[config.mk]
export PLATFORM = sky130hd
export DESIGN_NAME = countdown_timer_with_load
export DESIGN_NICKNAME = d
export VERILOG_FILES = /design/src/rtl/countdown_timer_with_load.sv
export SDC_FILE = /design/constraint.sdc
export NUM_CORES = 1
export LEC_CHECK = 0
export ABC_AREA = 1
export CAP_MARGIN = 5
export CORE_MARGIN = 2
export CORE_UTILIZATION = 30
export DETAILED_ROUTE_END_ITERATION = 7
export PLACE_DENSITY_LB_ADDON = 0.08
export SLEW_MARGIN = 20
export SYNTH_ARGS = -nofsm -noshare
export SYNTH_HDL_FRONTEND = slang
export SYNTH_SLANG_ARGS = --single-unit
[constraint.sdc]
create_clock -name clk -period 1.95 [get_ports clk]
set_input_delay 0.39 -clock clk [delete_from_list [all_inputs] [get_ports clk]]
set_output_delay 0.39 -clock clk [all_outputs]
set_load 0.03 [all_outputs]
[src/rtl/countdown_timer_with_load.sv]
// Loadable down-counter timer: start/abort handshake, one-shot or periodic expiry.
// state | meaning: IDLE = stopped, count 0 | RUN = counting down on enable | DONE = one-shot expired, holding 0
module countdown_timer_with_load #(
  parameter int MAXIMUM_VALUE     = 36,
  parameter int NBITS_FOR_COUNTER = 6
) (
  input  logic                         clk,
  input  logic                         reset,
  input  logic                         start,
  input  logic                         abort,
  input  logic                         enable,
  input  logic                         auto_reload,
  input  logic [NBITS_FOR_COUNTER-1:0] load_value,
  output logic [NBITS_FOR_COUNTER-1:0] count_out,
  output logic                         busy,
  output logic                         done,
  output logic                         expired
);

  localparam logic [1:0] ST_IDLE = 2'd0;
  localparam logic [1:0] ST_RUN  = 2'd1;
  localparam logic [1:0] ST_DONE = 2'd2;

  localparam logic [NBITS_FOR_COUNTER-1:0] MAX_LOAD = NBITS_FOR_COUNTER'(MAXIMUM_VALUE - 1);

  logic [1:0]                   state_q, state_d;
  logic [NBITS_FOR_COUNTER-1:0] count_q, count_d;
  logic [NBITS_FOR_COUNTER-1:0] shadow_q, shadow_d;
  logic                         reload_q, reload_d;
  logic                         done_q, done_d;
  logic [NBITS_FOR_COUNTER-1:0] load_clamped;

  assign load_clamped = (load_value > MAX_LOAD) ? MAX_LOAD : load_value;

  always_comb begin
    state_d  = state_q;
    count_d  = count_q;
    shadow_d = shadow_q;
    reload_d = reload_q;
    done_d   = 1'b0;
    // abort outranks both a start and a same-cycle expiry
    if (abort) begin
      state_d = ST_IDLE;
      count_d = '0;
    end else begin
      case (state_q)
        ST_IDLE, ST_DONE: begin
          if (start) begin
            count_d  = load_clamped;
            shadow_d = load_clamped;
            reload_d = auto_reload;
            state_d  = ST_RUN;
          end
        end
        ST_RUN: begin
          if (start) begin
            count_d  = load_clamped;
            shadow_d = load_clamped;
            reload_d = auto_reload;
          end else if (enable) begin
            if (count_q != '0) begin
              count_d = count_q - 1'b1;
            end else begin
              done_d = 1'b1;
              if (reload_q) begin
                count_d = shadow_q;
              end else begin
                state_d = ST_DONE;
              end
            end
          end
        end
        default: begin
          state_d = ST_IDLE;
          count_d = '0;
        end
      endcase
    end
  end

  always_ff @(posedge clk or posedge reset) begin
    if (reset) begin
      state_q  <= ST_IDLE;
      count_q  <= '0;
      shadow_q <= '0;
      reload_q <= 1'b0;
      done_q   <= 1'b0;
    end else begin
      state_q  <= state_d;
      count_q  <= count_d;
      shadow_q <= shadow_d;
      reload_q <= reload_d;
      done_q   <= done_d;
    end
  end

  assign count_out = count_q;
  assign busy      = (state_q == ST_RUN);
  assign expired   = (state_q == ST_DONE);
  assign done      = done_q;

endmodule
Word level (Yosys, flattened, before mapping)
Index checks and enable logic that the tools add are counted.

word-level totals
  register bits after elaboration = 16
  bits of input ports = 12
  output and inout port bits = 9
  word-level logic and storage cells = 44

cells by class
  add/subtract/negate cells = 1
  $lt $le $gt $ge = 1
  equality and inequality tests = 9
  muxes and demuxes = 20
  bitwise gates (word level) = 1
  reduce and logical (&&, ||, !) cells = 7

operators by type and width
  cell                 count
  $mux 6               7
  $ne 3x3->1 const B   5
  $mux 2               6
  $pmux 6 s2           1
  $gt 6x6->1 const B   1
  $reduce_and 3->1     2
  $reduce_bool 6->1    1
  $sub 6x1->6 const B  1
  $mux 1               5
  $ne 5x3->1 const B   1
  $reduce_and 5->1     1
  $ne 4x4->1 const B   1
  $pmux 2 s2           1
  $reduce_or 3->1      1
  $eq 2x1->1 const B   1
  $eq 2x2->1 const B   1
  $logic_not 2->1      1
  $reduce_or 2->1      1
  $not 1->1            1

Depth between registers and ports, before layout
Gate-level depths: netlist of run 1.

  depth in word-level cells = 6
  gate-level depth with buffers = 10
  depth with buffers taken out = 10

Worst setup path after synthesis of run 1
Ideal clock, no wire load.

  kind = flip-flop to flip-flop
  start = register count_q[0], in the netlist count_out[0]
  end = register state_q[1]
  library setup time = 0.117 ns
  data arrival time = 1.432 ns
  data required time = 1.833 ns
  setup slack = 0.400 ns
  cell stages (with the launch flop) = 10
  buffers on the path = 0
  clock period less this slack = 1.550 ns
  path through = dfrtp_1 > inv_1 > ha_1 > nand3_2 > nor2_2 > nand3_2 > nand2_2 > nand2_2 > nand2_1 > o21ai_2

between the ends
  cells in the longest elaborated chain, start to end = 3

ends and longest elaborated chain
  item                        RTL line  RTL
  start: declaration          27        logic [NBITS_FOR_COUNTER-1:0] count_q, count_d;
  start signal: assignment    90        count_q <= count_d;
  $reduce_bool 6->1           61        if (count_q != '0) begin
  $ne 3x3->1 (no line)        -
  $reduce_and 5->1 (no line)  -
  end signal: assignment      89        state_q <= state_d;
  end: declaration            26        logic [1:0] state_q, state_d;

Every way passes these cells.
A chain may end at the register's enable or synchronous reset.

Final worst setup path of run 1
  start = register count_q[4], in the netlist count_out[4]
  end = output port count_out[4]

RTL lines
  item              RTL line  RTL
  end: declaration  14        output logic [NBITS_FOR_COUNTER-1:0] count_out,

No word-level cell between the ends.

==> results of run 1 <==
-- sequential cells by signal (all words and copies together) (netlist names) --
signal and cells:
count_out 6, done 1, shadow_q 6, state_q 2, reload_q 1
-- power by group --
part / switching, mW / internal [mW] / leakage [nW]
clock network: 0.0953 / 0.0715 / 0.0138
logic: 0.282 / 0.177 / 0.527
registers: 0.0523 / 0.376 / 0.205
-- synth_stat cells --
library cell,number
dfrtp_1,16
inv_1,19
xnor2_1,1
nor2_4,4
o22ai_1,2
o21ai_0,2
ha_1,2
nand3_4,1
nand2_2,4
nand4_1,1
o211ai_1,1
nor4_1,1
xor2_1,1
nor2_2,2
or2_0,1
a21oi_1,1
inv_2,3
nand3_2,3
buf_6,1
o21a_1,1
o21ai_2,1
nand2_1,59
nor2_1,10
nand3_1,17
-- layer usage --
metal  routed length, um  track usage [%]
met1                1220             19.3
met2                1340             24.3
met3                 108             1.94
met4                  20             5.98
met5                   0                0
-- how the worst max path moves through the flow --
stage              endpoint         start  slack, ns  cells after the start
6_report       count_out[4]  count_out[4]       0.08                      1
5_1_grt        count_out[4]  count_out[4]       0.01                      1
4_1_cts             expired    state_q[1]       0.01                      3
3_5_place_dp   count_out[4]         start       0.09                      7
3_3_place_gp   count_out[2]         start        0.1                      7
2_1_floorplan    state_q[1]  count_out[0]       0.40                      9
-- layout make-up --
type | count | area share [%]
repair buffers | 21 | 15.7
well taps | 46 | 4.22
multi-input cells | 115 | 43.0
clock buffers | 3 | 1.65
flip-flops and latches | 16 | 29.4
inverters | 22 | 6.06
-- repair_timing --
item	4_1_cts	5_1_grt
endpoints found under the setup margin	1	3
gates resized for setup	1	3
hold buffers	0	0
-- layout by cell type (no fill, tap or decap), drive strengths merged --
cell type	synthesis	final
clkdlybuf4s50	0	16
or2	1	1
inv	22	22
a21oi	1	1
xnor2	1	1
o211ai	1	1
nand3	21	21
dfrtp	16	16
o22ai	2	2
o21a	1	1
nor4	1	1
dlygate4sd2	0	1
nor2	16	16
dlymetal6s2s	0	3
nand2	63	63
xor2	1	1
buf	1	1
o21ai	3	3
ha	2	2
clkbuf	0	3
nand4	1	1
-- cells by family (layout without fill, tap and decap cells) --
logic type / Yosys count / count (layout) / synth area share (%)
XOR/XNOR: 2 / 2 / 1.62
adder cells (fa/ha/maj): 2 / 2 / 2.31
AO/OA/AOI/OAI: 8 / 8 / 4.75
flip-flops: 16 / 16 / 37.0
buffers and inverters: 23 / 46 / 8.68
AND/OR/NAND/NOR: 103 / 103 / 45.6
-- per-stage QoR --
step / instances / instance area [um2] / hold slack [ns] / utilization (%) / total power [mW]
floorplan: 154 / 1080 / 0.304 / - / 0.750
global placement: 220 / 1340 / 0.476 / 39.4 / 0.902
detailed placement: 220 / 1340 / 0.476 / 39.4 / 0.901
CTS: 223 / 1360 / 0.497 / 40.0 / 1.07
global route: 223 / 1360 / 0.523 / 40.2 / 1.15
finish: 223 / 1360 / 0.490 / 40.2 / 1.05
==> summary.md, run 1 <==
| Metric | Value |
|---|---|
| Area contributors post-synth | dfrtp_1 37%, nand2_1 20%, nand3_1 7.9%, inv_1 6.6%, nor2_4 4.2% |
| Max stage delay on crit path | 0.72 ns |
| Vias in the first global route | 1,015 |
| Clock Tree Root | clkbuf_4 |
| CP Max Fanout | 5 |
| GRT Total Usage | 14.7% |
| Clock Skew | 0.00143 ns |
| Static leakage | 0.747 nW |
| Global route overflow | 0 |
| Maximum vdd drop | 0.260 mV |
| Fin. max-slew vios | 0 |
| Synthesis-to-finish area growth | 26.2% |
| Fin worst setup slack | 0.0767 ns |
| Worst r2r src | count_out[0] |
| Tcrit/Tclk final | 96.1% |
| Final min period | 1.87 ns |
| Reg2reg end | state_q[1] |
| Die width | 64.0 um |
| DR pass1 iterations | 5 |
| Initial Util | 31.9% |
| Clk_lat worst skew | 0.28 ns |
| Die H | 64.0 um |
| Clk pin slew, worst setup/hold paths | 0.09 ns |
| Clock Path Buffers | 2 |
| FF/Latch Area | 400 um2 |
| Syn Area/Cell | 7.02 um2 |
| Crit-path leading delay family | buffers and inverters |
| Io pins | 21 |
| Maxcap violations | 0 |
| Critical path arrival | 1.48 ns |
| Syn. warnings | 0 |
| Clock sinks | 16 |
| Layout cells sized above 1 | 12.4% |
| Nets@finish | 193 |
| RePlAce Congestion | 0.799 |
| Critical Path, Cell by Cell | clkdlybuf4s50_1 |
| HP Class | input pin to asynchronous set/reset pin |
| Kind of critical path | flip-flop to output pin |
| CP Capture Type | output pin |
| # fillers | 368 |
| Antenna Diode Count | 0 |
| Slew HR | 58.2% |
| Worst Tran Pin Value | 0.626 ns |
| PwrDens | 773 nW/um2 |
| Drc violations | 0 |
| Initial antenna violation count | 0 |
| Pre-CTS setup slack | 0.0890 ns |
| Area of the multi-input gates | 587 um2 |
| Synth Instances | 154 |
| Status | finished, final reports clean |
| Largest net degree at the start of global routing | 17 |
| Reg2Reg Depth | 9 |
| Die area | 4100 um2 |
| Htree depth | 1 |
| Total CTS buffers | 3 |
| Buffers inserted by post-CTS timing repair | 0 |
| FMAX | 534 MHz |
| # rows | 21 |
| Critical Path Source Type | flip-flop |
| Synth area leader | dfrtp_1 |
| Number of vias per cell | 4.67 |
| Routed WL | 2680 um |
| CP Buf/Inv Count | 1 |
| First-pass GRT wire length | 4690 um |
| Syn_nets | 168 |
| Post-DRT Antenna Nets | 0 |
| Reg2Reg Setup Slack | 0.33 ns |
| Vias | 1,041 |
| CTS tree | yes |
| DP Wirelength | 2190 um |
| Unrepaired setup endpoints after global routing | no |
| Setup TNS | 0 ns |
| Unique masters post-synth | 24 |
| Register area share after synthesis | 37.0% |
| Final Hold Fails | 0 |
| Critical path required time | 1.56 ns |
| Mapped Area | 1080 um2 |
| Endpoints failing setup | 0 |
| Yosys reg bits | 16 |
| Share of the synthesized area in the top cell type | 37.0% |
| Post-detailed-route wirelength per cell | 12.0 um |
| Core area | 3390 um2 |
| DRT iter0 DRCs | 45 |
| Slowest CP cell | clkdlybuf4s50_1 |
| Buffers added on ports | 20 |
Note: power is estimated with default switching activity, not from simulation.
==> run 2: changes to the inputs <==
--- a/config.mk
+++ b/config.mk
@@ -10,8 +10,10 @@
 export CORE_MARGIN = 2
 export CORE_UTILIZATION = 30
 export DETAILED_ROUTE_END_ITERATION = 7
+export HOLD_SLACK_MARGIN = 0.02
 export PLACE_DENSITY_LB_ADDON = 0.08
 export SLEW_MARGIN = 20
 export SYNTH_ARGS = -nofsm -noshare
 export SYNTH_HDL_FRONTEND = slang
 export SYNTH_SLANG_ARGS = --single-unit
+export TNS_END_PERCENT = 30
==> results of run 2 <==
The final DEF is identical to that of run 1; final timing and power are the same.
